--- src/rtl/sevenseg_pkg.sv ---
//------------------------------------------------------------------------------
// sevenseg_pkg
//   Shared constants for the seven-segment display blocks: glyph patterns,
//   segment bit positions and drive polarity.
//   Segment order: seg[6:0] = {a,b,c,d,e,f,g}; all segments active-low.
// Revision: 1.0  initial release
//------------------------------------------------------------------------------
`default_nettype none

package sevenseg_pkg;

  // Bit positions of each segment inside the 7-bit glyph
  localparam int SEG_A_BIT = 6;
  localparam int SEG_B_BIT = 5;
  localparam int SEG_C_BIT = 4;
  localparam int SEG_D_BIT = 3;
  localparam int SEG_E_BIT = 2;
  localparam int SEG_F_BIT = 1;
  localparam int SEG_G_BIT = 0;

  // Drive polarity of segments, decimal point and anodes
  localparam logic SEG_ON  = 1'b0;
  localparam logic SEG_OFF = 1'b1;

  localparam logic [6:0] GLYPH_0     = 7'h01;
  localparam logic [6:0] GLYPH_1     = 7'h4F;
  localparam logic [6:0] GLYPH_2     = 7'h12;
  localparam logic [6:0] GLYPH_3     = 7'h06;
  localparam logic [6:0] GLYPH_4     = 7'h4C;
  localparam logic [6:0] GLYPH_5     = 7'h24;
  localparam logic [6:0] GLYPH_6     = 7'h20;
  localparam logic [6:0] GLYPH_7     = 7'h0F;
  localparam logic [6:0] GLYPH_8     = 7'h00;
  localparam logic [6:0] GLYPH_9     = 7'h04;
  localparam logic [6:0] GLYPH_A     = 7'h08;
  localparam logic [6:0] GLYPH_B     = 7'h60;
  localparam logic [6:0] GLYPH_C     = 7'h31;
  localparam logic [6:0] GLYPH_D     = 7'h42;
  localparam logic [6:0] GLYPH_E     = 7'h30;
  localparam logic [6:0] GLYPH_F     = 7'h38;
  localparam logic [6:0] GLYPH_BLANK = {7{SEG_OFF}};

endpackage

`default_nettype wire

--- src/rtl/sevenseg_glyph.sv ---
//------------------------------------------------------------------------------
// sevenseg_glyph
//   Combinational nibble to seven-segment glyph decoder (active-low).
//   Ports:
//     nibble  in  4  value to display
//     hex_en  in  1  1: 10..15 show A b C d E F; 0: they show blank
//     glyph   out 7  segments {a..g}, active-low
// Revision: 1.0  initial release
//------------------------------------------------------------------------------
`default_nettype none

module sevenseg_glyph
  import sevenseg_pkg::*;
(
  input  logic [3:0] nibble,
  input  logic       hex_en,
  output logic [6:0] glyph
);

  always_comb begin
    glyph = GLYPH_BLANK;
    unique case (nibble)
      4'h0: glyph = GLYPH_0;
      4'h1: glyph = GLYPH_1;
      4'h2: glyph = GLYPH_2;
      4'h3: glyph = GLYPH_3;
      4'h4: glyph = GLYPH_4;
      4'h5: glyph = GLYPH_5;
      4'h6: glyph = GLYPH_6;
      4'h7: glyph = GLYPH_7;
      4'h8: glyph = GLYPH_8;
      4'h9: glyph = GLYPH_9;
      4'hA: glyph = hex_en ? GLYPH_A : GLYPH_BLANK;
      4'hB: glyph = hex_en ? GLYPH_B : GLYPH_BLANK;
      4'hC: glyph = hex_en ? GLYPH_C : GLYPH_BLANK;
      4'hD: glyph = hex_en ? GLYPH_D : GLYPH_BLANK;
      4'hE: glyph = hex_en ? GLYPH_E : GLYPH_BLANK;
      4'hF: glyph = hex_en ? GLYPH_F : GLYPH_BLANK;
      default: glyph = GLYPH_BLANK;
    endcase
  end

endmodule

`default_nettype wire

--- src/rtl/sevenseg_scan.sv ---
//------------------------------------------------------------------------------
// sevenseg_scan
//   Time-multiplexed driver for a common-anode bank of seven-segment digits
//   with leading-zero blanking, per-digit enables, anti-ghosting dead time
//   and per-frame input snapshots.
//   Ports:
//     clk         in  1             rising-edge clock
//     reset       in  1             synchronous, active-high
//     data        in  4*NUM_DIGITS  nibble i = data[4i+3:4i]
//     dp_in       in  NUM_DIGITS    1 = decimal point lit on digit i
//     digit_en    in  NUM_DIGITS    1 = digit i may be driven
//     blank_lz    in  1             1 = suppress leading zeros
//     an          out NUM_DIGITS    anode selects, active-low
//     seg         out 7             segments a..g = seg[6:0], active-low
//     dp          out 1             decimal point, active-low
//     frame_tick  out 1             one-cycle pulse at scan wrap to digit 0
// Revision: 1.0  initial release
//------------------------------------------------------------------------------
`default_nettype none

module sevenseg_scan
  import sevenseg_pkg::*;
#(
  parameter int NUM_DIGITS = 8,
  parameter int SCAN_DIV   = 50000,
  parameter int BLANK_CYC  = 2,
  parameter int HEX_EN     = 0
) (
  input  logic                    clk,
  input  logic                    reset,
  input  logic [4*NUM_DIGITS-1:0] data,
  input  logic [NUM_DIGITS-1:0]   dp_in,
  input  logic [NUM_DIGITS-1:0]   digit_en,
  input  logic                    blank_lz,
  output logic [NUM_DIGITS-1:0]   an,
  output logic [6:0]              seg,
  output logic                    dp,
  output logic                    frame_tick
);

  localparam int PW = (SCAN_DIV > 1) ? $clog2(SCAN_DIV) : 1;
  localparam int IW = $clog2(NUM_DIGITS);
  localparam logic [PW-1:0] PCNT_LAST = PW'(SCAN_DIV - 1);
  localparam logic [PW-1:0] PCNT_LIT  = PW'(BLANK_CYC);
  localparam logic [IW-1:0] IDX_LAST  = IW'(NUM_DIGITS - 1);

  logic [PW-1:0]             pcnt_q, pcnt_d;
  logic [IW-1:0]             idx_q, idx_d;
  logic                      load_pending_q;
  logic [4*NUM_DIGITS-1:0]   data_q;
  logic [NUM_DIGITS-1:0]     dp_q;
  logic [NUM_DIGITS-1:0]     en_q;
  logic                      blz_q;

  logic [NUM_DIGITS-1:0]     an_d;
  logic [6:0]                seg_d;
  logic                      dp_d;

  logic                      slot_end;
  logic                      frame_wrap;
  logic                      shadow_load;
  logic [3:0]                nib_sel;
  logic [6:0]                glyph_sel;
  logic [NUM_DIGITS-1:0]     zero_above;
  logic                      lz_blank;

  assign slot_end    = (pcnt_q == PCNT_LAST);
  assign frame_wrap  = slot_end && (idx_q == IDX_LAST);
  // The wrap-cycle snapshot is what digit 0 of the next frame displays
  assign shadow_load = frame_wrap || load_pending_q;
  assign nib_sel     = data_q[{idx_q, 2'b00} +: 4];

  // zero_above[i]: nibble i and every nibble above it are zero
  for (genvar i = 0; i < NUM_DIGITS; i++) begin : g_lz
    if (i == NUM_DIGITS - 1) begin : g_top
      assign zero_above[i] = (data_q[4*i +: 4] == 4'h0);
    end else begin : g_mid
      assign zero_above[i] = (data_q[4*i +: 4] == 4'h0) && zero_above[i+1];
    end
  end

  assign lz_blank = blz_q && (idx_q != '0) && zero_above[idx_q];

  sevenseg_glyph u_glyph (
    .nibble (nib_sel),
    .hex_en (HEX_EN != 0),
    .glyph  (glyph_sel)
  );

  always_comb begin
    pcnt_d = slot_end ? '0 : pcnt_q + 1'b1;
    idx_d  = idx_q;
    if (slot_end) begin
      idx_d = (idx_q == IDX_LAST) ? '0 : idx_q + 1'b1;
    end

    // Only one anode can ever be cleared; dead time and disabled digits
    // leave all anodes off while the slot still elapses.
    an_d = '1;
    if ((pcnt_q >= PCNT_LIT) && en_q[idx_q]) begin
      an_d[idx_q] = 1'b0;
    end
    seg_d = lz_blank ? GLYPH_BLANK : glyph_sel;
    dp_d  = dp_q[idx_q] ? SEG_ON : SEG_OFF;
  end

  always_ff @(posedge clk) begin
    if (reset) begin
      pcnt_q         <= '0;
      idx_q          <= '0;
      load_pending_q <= 1'b1;
      data_q         <= '0;
      dp_q           <= '0;
      en_q           <= '0;
      blz_q          <= 1'b0;
      an             <= '1;
      seg            <= GLYPH_BLANK;
      dp             <= SEG_OFF;
      frame_tick     <= 1'b0;
    end else begin
      pcnt_q         <= pcnt_d;
      idx_q          <= idx_d;
      load_pending_q <= 1'b0;
      if (shadow_load) begin
        data_q <= data;
        dp_q   <= dp_in;
        en_q   <= digit_en;
        blz_q  <= blank_lz;
      end
      an         <= an_d;
      seg        <= seg_d;
      dp         <= dp_d;
      frame_tick <= frame_wrap;
    end
  end

endmodule

`default_nettype wire

--- config.mk ---
export PLATFORM = sky130hd
export DESIGN_NAME = sevenseg_scan
export DESIGN_NICKNAME = d
export VERILOG_FILES = /design/src/rtl/sevenseg_pkg.sv /design/src/rtl/sevenseg_glyph.sv /design/src/rtl/sevenseg_scan.sv
export SDC_FILE = /design/constraint.sdc
export NUM_CORES = 1
export LEC_CHECK = 0
export CORE_MARGIN = 2
export CORE_UTILIZATION = 25
export CTS_CLUSTER_SIZE = 24
export DETAILED_ROUTE_END_ITERATION = 6
export GPL_TIMING_DRIVEN = 1
export SKIP_CTS_REPAIR_TIMING = 1
export SLEW_MARGIN = 10
export SYNTH_ARGS = -nofsm -noshare
export SYNTH_HDL_FRONTEND = slang
export SYNTH_SLANG_ARGS = --single-unit
export TNS_END_PERCENT = 1
--- constraint.sdc ---
create_clock -name clk -period 2.8 [get_ports clk]
set_input_delay 0.28 -clock clk [delete_from_list [all_inputs] [get_ports clk]]
set_output_delay 0.28 -clock clk [all_outputs]
set_load 0.02 [all_outputs]
== Yosys cells after proc, flatten, opt, wreduce, memory -nomap -nowiden ==
Cells that the tools add are included.

* Bits in latches: 0
* Input bits: 51
* Register bits after elaboration: 86
* RAM bits: 0
* Memories kept: 0
* Logic and storage cells: 75
* Memory bits (read-only): 0

* $add $sub $neg: 2
* Multipliers: 0
* Equal/unequal tests: 17
* Shift-type cells: 1
* Order comparisons: 3
* Bitwise logic cells: 2
* Multiplexer cells: 12
* Div/mod/pow operators: 0
* Reductions and logical operators: 27

{| class="wikitable"
|+ Operators with widths
! kind !! number
|-
| $pmux 7 s11 || 1
|-
| $logic_not 4->1 || 9
|-
| $eq 4x4->1 const B || 8
|-
| $shiftx 32x6->4 || 1
|-
| $add 16x1->16 const B || 1
|-
| $eq 16x16->1 const B || 1
|-
| $eq 4x3->1 const B || 4
|-
| $ge 16x2->1 const B || 1
|-
| $logic_and 1x1->1 || 12
|-
| $bmux 1 s3 || 3
|-
| $eq 4x2->1 const B || 2
|-
| $not 8->8 || 1
|-
| $mux 1 || 6
|-
| $reduce_or 2->1 || 3
|-
| $reduce_or 6->1 || 1
|-
| $eq 4x1->1 const B || 1
|-
| $lt 3x4->1 const B || 1
|-
| $add 3x1->3 const B || 1
|-
| $demux 1 s3 || 1
|-
| $eq 3x3->1 const B || 1
|-
| $ge 3x1->1 const B || 1
|-
| $mux 3 || 1
|-
| $reduce_bool 3->1 || 1
|-
| $logic_or 1x1->1 || 1
|-
| $not 1->1 || 1
|}

== Depth between registers and ports, before layout ==
* Word-level depth: 12
* Gate-level depth with buffers: 10

== By module ==
Synthesis repeated with hierarchy kept, for this count alone.

* Cells, all modules: 476
* Area, all modules: 4350.4 sq um

{| class="wikitable"
|+ By module, submodules not included
! module !! area each (sq um) !! seq. area each (sq um) !! cells an instance !! instances
|-
| sevenseg_scan || 4066.4 || 1721.7 || 426 || 1
|-
| sevenseg_glyph || 284.0 || 0.0 || 50 || 1
|}

== Worst setup path after synthesis ==
OpenSTA, ideal clock, no wires.

* Kind: reg2reg
* Start: reg idx_q[0]
* End: reg seg[0]
* Path buffers: 1
* Arrival: 1.923 ns
* Clock period less this slack: 2.070 ns
* Path slack: 0.730 ns
* Cell stages (with the launch flop): 7
* Path through: dfxtp_1 buf_2 mux4_2 mux2i_1 nand2_1 a21oi_1 o211ai_1

* Word-level cells in the longest chain between the ends: 4
* Elaborated cells between the ends (all ways): 25

{| class="wikitable"
|+ Ends and longest elaborated chain
! element !! RTL line !! RTL
|-
| start: declaration || sevenseg_scan.sv:48 || <nowiki>logic [IW-1:0] idx_q, idx_d;</nowiki>
|-
| start signal: assignment || sevenseg_scan.sv:122 || <nowiki>idx_q <= idx_d;</nowiki>
|-
| $shiftx 32x6->4, or another cell as far along || sevenseg_scan.sv:71 || <nowiki>assign nib_sel = data_q[{idx_q, 2'b00} +: 4];</nowiki>
|-
| $eq 4x4->1, or another cell as far along || sevenseg_glyph.sv:22 || <nowiki>unique case (nibble)</nowiki>
|-
| $reduce_or 6->1 (no source line) / $logic_and 1x1->1 (equally long branches) || - ||
|-
| $pmux 7 s11 / $reduce_or 2->1 (equally long branches) || - ||
|-
| end signal: assignment || sevenseg_scan.sv:131 || <nowiki>seg <= seg_d;</nowiki>
|-
| end: declaration || sevenseg_scan.sv:36 || <nowiki>output logic [6:0] seg,</nowiki>
|}

Parallel ways exist; a longest one is shown, timed or not. The select of a mux whose other input is x is not followed.
A chain may end at the register's enable or synchronous reset.

== Worst setup path in the final report ==
Same ends and word-level chain as after synthesis.

==> flow_summary.json <==
{
  "fmax_ghz": 0.401,
  "place_area_um2": 4550,
  "die_x_um": 125,
  "post-route-min-period_ns": 2.50,
  "diodes": 0,
  "period_share_pct": 89.1,
  "finalSetupTns_ns": 0,
  "nNetsFinal": 550,
  "total_power_mw": 2.69,
  "yosysTopAreaCellShare_pct": 47.1,
  "final_common_cell": "nand2_1",
  "final_antenna_net_count": 0,
  "place_congestion": 0.815,
  "grt_pass1_wl_mm": 15.0,
  "synth_edf_count": 0,
  "synth-xor-area-share_pct": 3.59,
  "rsz0062_at_grt": "no",
  "timing.hold.ws_ns": 0.446,
  "numCtsBuffers": 9,
  "yosysUniqueCellTypes": 44,
  "wl_per_cell_um": 13.5,
  "place_ws_ns": 0.282,
  "min_path_cells": 2,
  "rows": 44,
  "maxCapViolCount": 0,
  "drv_slew": 0,
  "cts-root-buf": "clkbuf_16",
  "viasPerCell": 4.65,
  "place_hpwl_mm": 6.64,
  "die_area_um2": 15600,
  "io_pins": 68,
  "cts_buffer_depth": 2,
  "finClkSkew_ns": 0.00779,
  "syn_to_final_growth_pct": 31.9,
  "hold_class": "register to register",
  "synthAdderAreaFrac_pct": 1.71,
  "avgSynthCellArea_um2": 8.53,
  "synth_top_family_by_area": "simple AND/OR/NAND/NOR gates",
  "worst_pin_slew_ns": 0.782,
  "finalHoldViolCount": 0,
  "antenna_found_initial": 0,
  "ys_top_cells_by_area": "dfxtp_1, nand2_1, a21oi_1, mux4_2, nor2_1",
  "r2r_cells": 5,
  "synth.area.mux_share_pct": 8.52,
  "cp_slowest_cell": "dfxtp_1",
  "htreeDepth": 3,
  "relSlewSlack_pct": 47.9,
  "slowest_delay_ns": 0.71,
  "grt_usage_pct": 11.8,
  "final_cell_mix": "nand2_1, dfxtp_1, clkdlybuf4s50_1, a21oi_1, nor2_1",
  "ys_seq_area_share_pct": 47.1,
  "worst-path-max-fanout": 12,
  "setup_viol_count_final": 0,
  "first_global_vias": 3007,
  "start_util_pct": 25.4,
  "first_iter_violations": 251,
  "layout-drive-gt1-share_pct": 9.04,
  "cts_tree": "yes",
  "grt.overflow.total": 0,
  "coreArea_um2": 14400,
  "synth_compound_area_share_pct": 12.2,
  "synthFlopType": "dfxtp_1",
  "drc": 0,
  "ir_drop_uv": 304,
  "async_flop_share_pct": 0,
  "p_per_area_nw_per_um2": 559,
  "portBuffers": 67,
  "grt_max_degree": 42,
  "synthSimpleGateAreaFrac_pct": 22.9,
  "synth_area_um2": 3660,
  "drtPass1Iterations": 5,
  "critPathKind": "register to register",
  "syn-num-nets": 485,
  "path_cells": "mux4_2 -> mux2i_1 -> nand2_1 -> a21oi_1 -> o211ai_1",
  "required_ns": 2.98,
  "yosysTopAreaCell": "dfxtp_1",
  "syn_inst": 429,
  "design_area_um2": 4820,
  "fp.dieH_um": 125,
  "start_kind": "register",
  "cp_data_arrival_time_ns": 2.68,
  "outcome": "complete, no violations",
  "end_kind": "register",
  "yosys_register_bits": 86,
  "leakage_nw": 1.74,
  "num_vias": 3170,
  "clock-sinks": 86,
  "path_clk_slew_ns": 0.06,
  "n_fill_cell": 1491,
  "clk_latency_ns": 0.34,
  "wl_mm": 9.22,
  "finalWorstSetupSlack_ns": 0.304,
  "ys_warn_count": 0
}
-- power by group --
group / leakage [nW] / total (mW) / switching, mW / internal [mW]
logic: 0.896 / 0.271 / 0.127 / 0.144
clock network: 0.137 / 1.11 / 0.470 / 0.639
registers: 0.706 / 1.31 / 0.0359 / 1.28
total: 1.74 / 2.69 / 0.633 / 2.06
-- synthesized netlist by cell type (all sizes together), types with 7 or more instances --
library cell / number
a21oi: 59
buf: 14
clkbuf: 11
dfxtp: 86
mux4: 10
nand2: 121
nand3: 11
nor2: 28
nor3: 11
nor4: 10
xnor2: 8
xor2: 7
-- layout make-up --
| type | count | area (um^2) | area share (%) |
|---|---|---|---|
| flip-flops and latches | 86 | 1720 | 35.7 |
| inverters | 6 | 22.5 | 0.467 |
| clock inverters | 4 | 22.5 | 0.467 |
| multi-input cells | 312 | 1810 | 37.4 |
| clock buffers | 11 | 253 | 5.24 |
| well taps | 184 | 230 | 4.77 |
| repair buffers | 79 | 768 | 15.9 |
-- flip-flops by register name, indices dropped and copies added (netlist names) --
signal          flops
dp_q                8
pcnt_q             16
data_q             32
an                  8
dp                  1
frame_tick          1
seg                 7
en_q                8
idx_q               3
blz_q               1
load_pending_q      1
-- metrics by stage --
stage,utilization (%),instances
floorplan,-,429
global placement,31.5,667
detailed placement,31.5,667
CTS,33.4,682
global route,33.4,682
finish,33.4,682
-- critical path, delay by kind of cell (launching register included) --
family	cells	cell delay, ns
multiplexers	2	1.12
AND/OR/NAND/NOR	1	0.21
AO/OA/AOI/OAI	2	0.29
flip-flops	1	0.71
-- layer usage --
layer | up-vias | routed length (um) | GRT usage (%)
li1 | 1597 | - | -
met1 | 1488 | 4250 | 14.9
met2 | 71 | 4280 | 19.3
met3 | 14 | 544 | 3.89
met4 | 0 | 144 | 3.79
met5 | - | 0 | 0
-- cells by family (layout without fill, tap and decap cells) --
| family | Yosys count | in the layout |
|---|---|---|
| and+or+nand+nor | 194 | 194 |
| DFF | 86 | 86 |
| AOI/OAI and AO/OA | 80 | 80 |
| buffers and inverters | 31 | 100 |
| muxes | 18 | 18 |
| xor gates and xnor gates | 15 | 15 |
| adders and majority gates | 5 | 5 |
-- path summary, 6_finish.rpt --
| path | from | to | slack (ns) |
|---|---|---|---|
| setup / recovery | idx_q[0]$_SDFFE_PP0N_ | seg[0]$_SDFF_PP1_ | 0.30 |
| hold reg to reg | en_q[3]$_SDFFE_PP0P_ | en_q[3]$_SDFFE_PP0P_ | 0.45 |
| hold / removal | en_q[3]$_SDFFE_PP0P_ | en_q[3]$_SDFFE_PP0P_ | 0.45 |
| setup reg to reg | idx_q[0]$_SDFFE_PP0N_ | seg[0]$_SDFF_PP1_ | 0.30 |
Power figures use the tool's default switching activity.
